<file path="src/rtl/serdes_lane_ctrl_pkg.sv">
// Shared types for the SERDES lane bring-up controller.
package serdes_lane_ctrl_pkg;

  localparam int RETRY_W = 4;

  typedef enum logic [2:0] {
    ST_RESET,
    ST_WAIT_PLL,
    ST_PMA_SETTLE,
    ST_WAIT_CDR,
    ST_PCS_SETTLE,
    ST_READY
  } lane_state_e;

  function automatic logic [RETRY_W-1:0] sat_inc(input logic [RETRY_W-1:0] v);
    return (v == '1) ? v : v + 1'b1;
  endfunction

endpackage

</file>
<file path="src/rtl/serdes_lane_seq.sv">
// One lane's input synchronizers, reset-sequencing FSM, settle/timeout timer
// and saturating retry counter.
//   state         | meaning
//   ST_RESET      | PMA and PCS held in reset for one cycle
//   ST_WAIT_PLL   | waiting for CMU lock
//   ST_PMA_SETTLE | PMA released, settle timer running
//   ST_WAIT_CDR   | waiting for CDR lock + signal detect, timeout running
//   ST_PCS_SETTLE | PCS released, settle timer running
//   ST_READY      | lane usable
module serdes_lane_seq
  import serdes_lane_ctrl_pkg::*;
#(
  parameter int SETTLE    = 64,
  parameter int LOCK_WAIT = 4096
) (
  input  logic               clk_i,
  input  logic               rst_i,
  input  logic               pll_lock_i,
  input  logic               cdr_lock_i,
  input  logic               sig_det_i,
  output logic               pma_rstn_o,
  output logic               pcs_rst_o,
  output logic               lane_ready_o,
  output logic [RETRY_W-1:0] retry_cnt_o
);

  localparam int CNT_W = $clog2(LOCK_WAIT + 1);
  localparam logic [CNT_W-1:0] SETTLE_LD = CNT_W'(SETTLE - 1);
  localparam logic [CNT_W-1:0] LOCK_LD   = CNT_W'(LOCK_WAIT - 1);

  logic [1:0]         pll_sync_q, cdr_sync_q, sig_sync_q;
  lane_state_e        state_q;
  logic [CNT_W-1:0]   cnt_q;
  logic               pma_rstn_q, pcs_rst_q, ready_q;
  logic [RETRY_W-1:0] retry_q;
  logic               pll_ok, link_ok, pll_lost, link_lost, cdr_timeout;

  always_ff @(posedge clk_i or posedge rst_i) begin
    if (rst_i) begin
      pll_sync_q <= '0;
      cdr_sync_q <= '0;
      sig_sync_q <= '0;
    end else begin
      pll_sync_q <= {pll_sync_q[0], pll_lock_i};
      cdr_sync_q <= {cdr_sync_q[0], cdr_lock_i};
      sig_sync_q <= {sig_sync_q[0], sig_det_i};
    end
  end

  assign pll_ok  = pll_sync_q[1];
  assign link_ok = cdr_sync_q[1] & sig_sync_q[1];

  // Lock loss is evaluated ahead of any timer completion so it always wins.
  assign pll_lost    = !pll_ok && (state_q inside {ST_PMA_SETTLE, ST_WAIT_CDR,
                                                   ST_PCS_SETTLE, ST_READY});
  assign link_lost   = !link_ok && (state_q inside {ST_PCS_SETTLE, ST_READY});
  assign cdr_timeout = !link_ok && (state_q == ST_WAIT_CDR) && (cnt_q == '0);

  always_ff @(posedge clk_i or posedge rst_i) begin
    if (rst_i) begin
      state_q    <= ST_RESET;
      cnt_q      <= '0;
      pma_rstn_q <= 1'b0;
      pcs_rst_q  <= 1'b1;
      ready_q    <= 1'b0;
      retry_q    <= '0;
    end else if (pll_lost || link_lost || cdr_timeout) begin
      state_q    <= ST_RESET;
      pma_rstn_q <= 1'b0;
      pcs_rst_q  <= 1'b1;
      ready_q    <= 1'b0;
      if (!pll_lost) retry_q <= sat_inc(retry_q);
    end else begin
      case (state_q)
        ST_RESET: state_q <= ST_WAIT_PLL;
        ST_WAIT_PLL:
          if (pll_ok) begin
            state_q    <= ST_PMA_SETTLE;
            pma_rstn_q <= 1'b1;
            cnt_q      <= SETTLE_LD;
          end
        ST_PMA_SETTLE:
          if (cnt_q == '0) begin
            state_q <= ST_WAIT_CDR;
            cnt_q   <= LOCK_LD;
          end else begin
            cnt_q <= cnt_q - 1'b1;
          end
        ST_WAIT_CDR:
          if (link_ok) begin
            state_q   <= ST_PCS_SETTLE;
            pcs_rst_q <= 1'b0;
            cnt_q     <= SETTLE_LD;
          end else begin
            cnt_q <= cnt_q - 1'b1;
          end
        ST_PCS_SETTLE:
          if (cnt_q == '0) begin
            state_q <= ST_READY;
            ready_q <= 1'b1;
          end else begin
            cnt_q <= cnt_q - 1'b1;
          end
        ST_READY: state_q <= ST_READY;
        default: state_q <= ST_RESET;
      endcase
    end
  end

  assign pma_rstn_o   = pma_rstn_q;
  assign pcs_rst_o    = pcs_rst_q;
  assign lane_ready_o = ready_q;
  assign retry_cnt_o  = retry_q;

endmodule

</file>
<file path="src/rtl/serdes_lane_ctrl.sv">
// N-lane SERDES bring-up controller: per-lane sequencers plus readiness gating
// of the PHY TX/RX interface-FIFO handshakes.
module serdes_lane_ctrl
  import serdes_lane_ctrl_pkg::*;
#(
  parameter int LANES     = 4,
  parameter int TXD_W     = 80,
  parameter int RXD_W     = 88,
  parameter int SETTLE    = 64,
  parameter int LOCK_WAIT = 4096
) (
  input  logic                   clk_i,
  input  logic                   rst_i,
  input  logic [LANES-1:0]       pll_lock_i,
  input  logic [LANES-1:0]       cdr_lock_i,
  input  logic [LANES-1:0]       sig_det_i,
  output logic [LANES-1:0]       pma_rstn_o,
  output logic [LANES-1:0]       pcs_rx_rst_o,
  output logic [LANES-1:0]       pcs_tx_rst_o,
  output logic [LANES-1:0]       lane_ready_o,
  output logic [4*LANES-1:0]     retry_cnt_o,
  input  logic [LANES*TXD_W-1:0] tx_data_i,
  input  logic [LANES-1:0]       tx_valid_i,
  output logic [LANES-1:0]       tx_ready_o,
  output logic [LANES*TXD_W-1:0] phy_tx_data_o,
  output logic [LANES-1:0]       phy_tx_wren_o,
  input  logic [LANES-1:0]       phy_tx_afull_i,
  input  logic [LANES*RXD_W-1:0] phy_rx_data_i,
  input  logic [LANES-1:0]       phy_rx_vld_i,
  input  logic [LANES-1:0]       phy_rx_empty_i,
  output logic [LANES-1:0]       phy_rx_rden_o,
  output logic [LANES*RXD_W-1:0] rx_data_o,
  output logic [LANES-1:0]       rx_valid_o
);

  logic [LANES-1:0]       pcs_rst, ready;
  logic [LANES*RXD_W-1:0] rx_data_q;
  logic [LANES-1:0]       rx_valid_q;

  for (genvar l = 0; l < LANES; l++) begin : g_lane
    serdes_lane_seq #(
      .SETTLE    (SETTLE),
      .LOCK_WAIT (LOCK_WAIT)
    ) u_seq (
      .clk_i        (clk_i),
      .rst_i        (rst_i),
      .pll_lock_i   (pll_lock_i[l]),
      .cdr_lock_i   (cdr_lock_i[l]),
      .sig_det_i    (sig_det_i[l]),
      .pma_rstn_o   (pma_rstn_o[l]),
      .pcs_rst_o    (pcs_rst[l]),
      .lane_ready_o (ready[l]),
      .retry_cnt_o  (retry_cnt_o[l*RETRY_W +: RETRY_W])
    );
  end

  assign pcs_rx_rst_o = pcs_rst;
  assign pcs_tx_rst_o = pcs_rst;
  assign lane_ready_o = ready;

  assign tx_ready_o    = ready & ~phy_tx_afull_i;
  assign phy_tx_wren_o = tx_valid_i & tx_ready_o;
  assign phy_tx_data_o = tx_data_i;

  assign phy_rx_rden_o = ready & ~phy_rx_empty_i;

  always_ff @(posedge clk_i or posedge rst_i) begin
    if (rst_i) begin
      rx_data_q  <= '0;
      rx_valid_q <= '0;
    end else begin
      rx_data_q  <= phy_rx_data_i;
      rx_valid_q <= phy_rx_vld_i & ready;
    end
  end

  // Gating again on the output blanks the word captured on the edge ready fell.
  assign rx_data_o  = rx_data_q;
  assign rx_valid_o = rx_valid_q & ready;

endmodule

</file>
<file path="config.mk">
export PLATFORM = sky130hd
export DESIGN_NAME = serdes_lane_ctrl
export DESIGN_NICKNAME = d
export VERILOG_FILES = /design/src/rtl/serdes_lane_ctrl_pkg.sv /design/src/rtl/serdes_lane_seq.sv /design/src/rtl/serdes_lane_ctrl.sv
export SDC_FILE = /design/constraint.sdc
export NUM_CORES = 1
export LEC_CHECK = 0
export BUFFER_PORTS_ARGS = -buffer_cell sky130_fd_sc_hd__buf_4
export CAP_MARGIN = 30
export CORE_AREA = 2 2 551 553
export CTS_CLUSTER_DIAMETER = 50
export DETAILED_ROUTE_END_ITERATION = 6
export DIE_AREA = 0 0 553 555
export PLACE_DENSITY = 0.3
export SYNTH_ARGS = -nofsm -noshare
export SYNTH_HDL_FRONTEND = slang
export SYNTH_SLANG_ARGS = --single-unit
export TNS_END_PERCENT = 5
</file>
<file path="constraint.sdc">
create_clock -name clk_i -period 17.1 [get_ports clk_i]
set_input_delay 3.42 -clock clk_i [delete_from_list [all_inputs] [get_ports clk_i]]
set_output_delay 3.42 -clock clk_i [all_outputs]
set_load 0.01 [all_outputs]
</file>
Word level (Yosys, flattened, before mapping)
Cells that the tools add are included.
- mux-type cells: 80
- $add $sub $neg: 8
- bitwise logic cells: 23
- reduce and logical (&&, ||, !) cells: 100
- equality and inequality tests: 48
- operator list (kind ; count):
    $mux 13 ; 16
    $pmux 13 s4 ; 4
    $pmux 3 s6 ; 4
    $mux 3 ; 20
    $reduce_bool 2->1 ; 28
    $logic_not 13->1 ; 4
    $sub 13x1->13 const B ; 4
    $mux 1 ; 36
    $reduce_and 4->1 ; 8
    $reduce_bool 4->1 ; 8
    $eq 3x2->1 const B ; 8
    $eq 3x3->1 const B ; 8
    $ne 3x3->1 const B ; 8
    $reduce_and 2->1 ; 12
    $and 4x4->4 ; 5
    $add 4x1->4 const B ; 4
    $eq 4x4->1 const B ; 4
    $logic_and 1x1->1 ; 16
    $eq 3x1->1 const B ; 4
    $logic_not 3->1 ; 4
    $ne 3x1->1 const B ; 4
    $ne 3x2->1 const B ; 4
    $not 1->1 ; 12
    $reduce_and 3->1 ; 4
    6 further kinds ; 30
- input bits: 702
- word-level logic and storage cells: 297
- register bits: 472
- output and inout bits: 720

Logic depth before layout (Yosys ltp)
- depth in word-level cells: 7
- mapped depth: 8
- depth with buffers taken out: 7

Modules after synthesis
Synthesis repeated with hierarchy kept, for this count alone.
- cells, all modules: 1341
- area total of the unflattened synthesis: 17913.4 µm²
- by module, submodules not included (module ; cells an instance ; area each (µm²) ; seq. area each (µm²) ; instances):
    serdes_lane_ctrl ; 701 ; 11483.5 ; 8908.5 ; 1
    serdes_lane_seq (g_lane[0].u_seq ...) ; 161 ; 1594.0 ; 726.9 ; 3
    serdes_lane_seq (g_lane[3].u_seq) ; 157 ; 1647.8 ; 726.9 ; 1

Least setup slack after synthesis
Ideal clock, no wire load.
- path type: in2out
- start point: input port phy_tx_afull_i[0]
- end point: output port phy_tx_wren_o[0]
- stages on the path: 2
- required time: 13.680 ns
- buffers on the path: 0
- slack: 9.851 ns
- arrival: 3.829 ns
- cells stage by stage: nor2b_1 > and2_1
- longest elaborated chain between the ends: 3
- RTL lines (what ; RTL line ; text):
    from (decl) ; serdes_lane_ctrl.sv:27 ; input logic [LANES-1:0] phy_tx_afull_i,
    $not 4->4 ; serdes_lane_ctrl.sv:61 ; assign tx_ready_o = ready & ~phy_tx_afull_i;
    $and 4x4->4 ; serdes_lane_ctrl.sv:61 ;
    $and 4x4->4 ; serdes_lane_ctrl.sv:62 ; assign phy_tx_wren_o = tx_valid_i & tx_ready_o;
    to (decl) ; serdes_lane_ctrl.sv:26 ; output logic [LANES-1:0] phy_tx_wren_o,
No other way between the ends.

Final worst setup path
- start point: input port phy_tx_afull_i[3]
- end point: output port phy_tx_wren_o[3]
Same word-level chain as after synthesis.

==> parameters.txt <==
Parameter                              Value

Status
  Status    finished clean

Floorplan
  Die Ht    roughly 560 um
  Area of the die    approximately 300000 um2
  X dimension of the die    553 um
  Initial standard-cell utilization of the core    5.90%
  Row count    202
  Core Region    301000 um2
  Top-level I/O count    1422

Hold path
  Worst min-delay path class    flip-flop to flip-flop
  Number of cells traversed by the worst hold path    0

Synth
  Post-synthesis cell type count    76
  Portion of netlist area occupied by mux cells    0.640%
  Count of flip-flops with a built-in enable after synthesis    0
  Avg Cell Area, Syn    between 10 and 15 um2
  Dominant combinational cell family by area after synthesis    buffers and inverters
  Post-synthesis share of cell area spent on xor and xnor gates    0.542%
  Fraction of post-synthesis cell area in the top cell type by area    65.8%
  Top post-synthesis cells by area    dfrtp_1 66%, buf_4 14%, o21ai_0 1.5%
  Post-synthesis register bit count    472
  Synth Flop Type    dfrtp_1
  Sequential-to-total area share from yosys stat    66.4%
  Synthesized net count    2077
  Cell area after technology mapping    roughly 18000 um2
  Adder-cell share of the synthesized area    0.844%
  Fraction of the mapped netlist area in simple logic gates    8.07%
  Synth warn    0
  Synthesized-area fraction occupied by ao, oa, aoi and oai cells    under 10%
  Async set-reset flop share out of synthesis    100%
  Number of cells produced by synthesis    1363
  Post-synth top area cell    dfrtp_1

GRT
  Met1 routing resource usage after global routing    under 10%
  Most Crowded Layer GR    met2
  Largest net degree at the start of global routing    134
  Total global routing overflow    0
  Number of antenna violations at the first check in global routing    46
  Number of global-route vias before repair    14158
  Routing usage on met3    5.87%
  First-pass GRT wire length    149000 um
  GR Util met2    12.4%
  GR Util All Layers    7.36%

STA
  Hold violation total from the final report    0
  Final setup slack of the worst path    9.55 ns
  Tightest Pin Transition    1.01 ns
  Final sum of negative setup slack    0 ns
  RSZ-0062 raised after global routing    no
  Final period demand of the worst path    7.55 ns
  Max frequency    around 130 MHz
  Period utilisation layout    about 44%
  Setup clock skew after layout    0.0492 ns
  Final hold slack    just over 0.3 ns
  Worst rel slew slack    32.8%
  Max-slew violation count    0
  Number of endpoints failing setup at the final stage    0

Clock tree
  H-tree level count    3
  Root buffer cell    clkbuf_16
  Worst-case clock buffer depth    4
  CTS-repair resized insts    0
  Clock latency on the worst-skew pair    0.80 ns
  Hold-fix buffers at CTS    0
  CTS clock-pin slew for the worst setup and hold paths    0.05 ns
  TritonCTS clock tree    built
  Number of buffers added by the clock tree synthesis step    97
  Post-CTS Repair Setup Buffers    0
  Sink count of the clock tree    ~470

Routing
  Number of vias per cell after detailed routing    2.17
  Count of unresolved DRC violations after routing    0
  DRT antenna net count    0
  Wirelength, routed    117000 um
  DR WL/cell    19.7 um
  Via Count    between 10000 and 15000
  Drt first pass iters    4
  Count of routing violations after the opening detailed-route iteration    650

Finish
  Seq. cell area    11800 um2
  Net total in the final layout    2608
  Share of layout cells above drive strength 1    50.4%
  Number of fill cells in the layout    ~35000
  Total area of multi-input combinational cells    roughly 3200 um2
  Final std cell area, no fill    ~30000 um2
  Area growth, synth to finish    65.9%

Power and ir drop
  Design Power    0.00379 W
  Largest voltage drop on the vdd net    0.0697 mV
  Reported leakage power    12.2 nW
  Power density over cell area    128 nW/um2

Worst setup path
  Worst Path Required    13.68 ns
  CP arrival    slightly above 4 ns
  Critical setup path kind    input port to primary output
  Type of element capturing the critical path    primary output
  Critical path fanouts, max    2
  Worst Reg2Reg Path Length in Cells    7
  Startpoint type of the worst setup path    input port

Placed design
  Cell area reported after detailed placement    26100 um2
  Number of I/O port buffers    781
  Placed wire-length estimate after detailed placement    just under 100000 um
  Post-Place Setup Slack    9.55 ns
  GPL Wtd Cong    about 0.80

Flow run
  Count of maximum capacitance violations    0
-- where the power goes --
group / switching, W / internal [W]
sequential: 0.0000991 / 0.00121
clock: 0.000717 / 0.00126
combinational: 0.000264 / 0.000237
total: 0.00108 / 0.00271
-- final timing paths --
check / from / to / slack, ns
min: g_lane[1].u_seq.sig_sync_q[0] / g_lane[1].u_seq.sig_sync_q[1] / 0.31
max reg2reg: g_lane[0].u_seq.cnt_q[0] / g_lane[0].u_seq.retry_cnt_o[1] / 14.15
max: phy_tx_afull_i[3] / phy_tx_wren_o[3] / 9.55
min reg2reg: g_lane[1].u_seq.sig_sync_q[0] / g_lane[1].u_seq.sig_sync_q[1] / 0.31
min in group asynchronous: rst_i / rx_data_o[218] / 2.71
max in group asynchronous: rst_i / rx_data_o[14] / 12.20
-- routing by layer --
layer / part of all wire [%] / vias up / wire length, um
li1: - / 5432 / -
met1: 28 / 6075 / 33300
met2: 48 / 997 / 56500
met3: 17 / 398 / 20400
met4: 5.7 / 38 / 6740
met5: 0.30 / - / 353
-- cell type report --
class,count,area share (%)
diodes,17,0.144
clock buffers,112,8.69
clock inverters,62,2.65
inverters,28,0.382
multi-input cells,502,11.0
flip-flops and latches,472,40.0
well taps,3978,16.9
repair buffers,793,20.3
-- synthesized netlist by cell type, types with 6 or more instances --
| cell type | number |
|---|---|
| nor3_1 | 21 |
| buf_4 | 336 |
| a21oi_1 | 41 |
| nor2_1 | 49 |
| dfrtp_1 | 468 |
| ha_1 | 12 |
| nor2b_1 | 10 |
| clkbuf_1 | 21 |
| o211ai_1 | 8 |
| nand2_1 | 47 |
| o21ai_0 | 52 |
| o21a_1 | 8 |
| and2_1 | 17 |
| nor4_1 | 8 |
| nand2b_1 | 14 |
| or3_1 | 10 |
| a22oi_1 | 6 |
| nor3b_1 | 10 |
| a31oi_1 | 9 |
| o31ai_1 | 7 |
| a21boi_0 | 6 |
| inv_1 | 28 |
| nand4_1 | 9 |
| o22a_1 | 11 |
| a21o_1 | 7 |
| nand3_1 | 18 |
| xor2_1 | 6 |
| and3_1 | 7 |
-- layout by cell type (no fill, tap or decap), types with 10 or more instances in the layout --
cell / instances
inv_1: 27
ha_1: 12
clkinv_4: 13
a21oi_1: 41
clkbuf_16: 97
o22a_1: 11
or3_1: 10
nand2b_1: 14
diode_2: 17
nor3b_1: 10
nand2_1: 47
nor2b_1: 10
nor3_1: 21
and2_1: 17
o21ai_0: 52
buf_4: 790
bufinv_16: 11
nor2_1: 49
inv_6: 19
nand3_1: 18
dfrtp_1: 468
-- registers in the layout, summed over array words and instances, names as in the netlist, 8 cells and up --
name                      flops
g_lane.u_seq.retry_cnt_o     16
g_lane.u_seq.sig_sync_q       8
g_lane.u_seq.cdr_sync_q       8
rx_data_o                   352
g_lane.u_seq.cnt_q           52
g_lane.u_seq.state_q         12
g_lane.u_seq.pll_sync_q       8
-- critical path, stage by stage --
cell and delay, ns:
buf_4 0.12, nor2b_1 0.24, and2_1 0.21, buf_4 0.13
-- stage by stage --
step	utilization, %	std cells
2_1_floorplan	-	1363
3_3_place_gp	8.66	5770
3_5_place_dp	8.67	5773
4_1_cts	9.78	5947
5_1_grt	9.78	5949
6_report	9.80	5964
-- kinds of logic after synthesis --
group / count (synthesis)
compound gates: 211
xor+xnor: 11
fa+ha+maj: 12
buf+inv: 389
flops: 472
mux: 10
simple gates: 258
(Power assumes the default switching activity.)
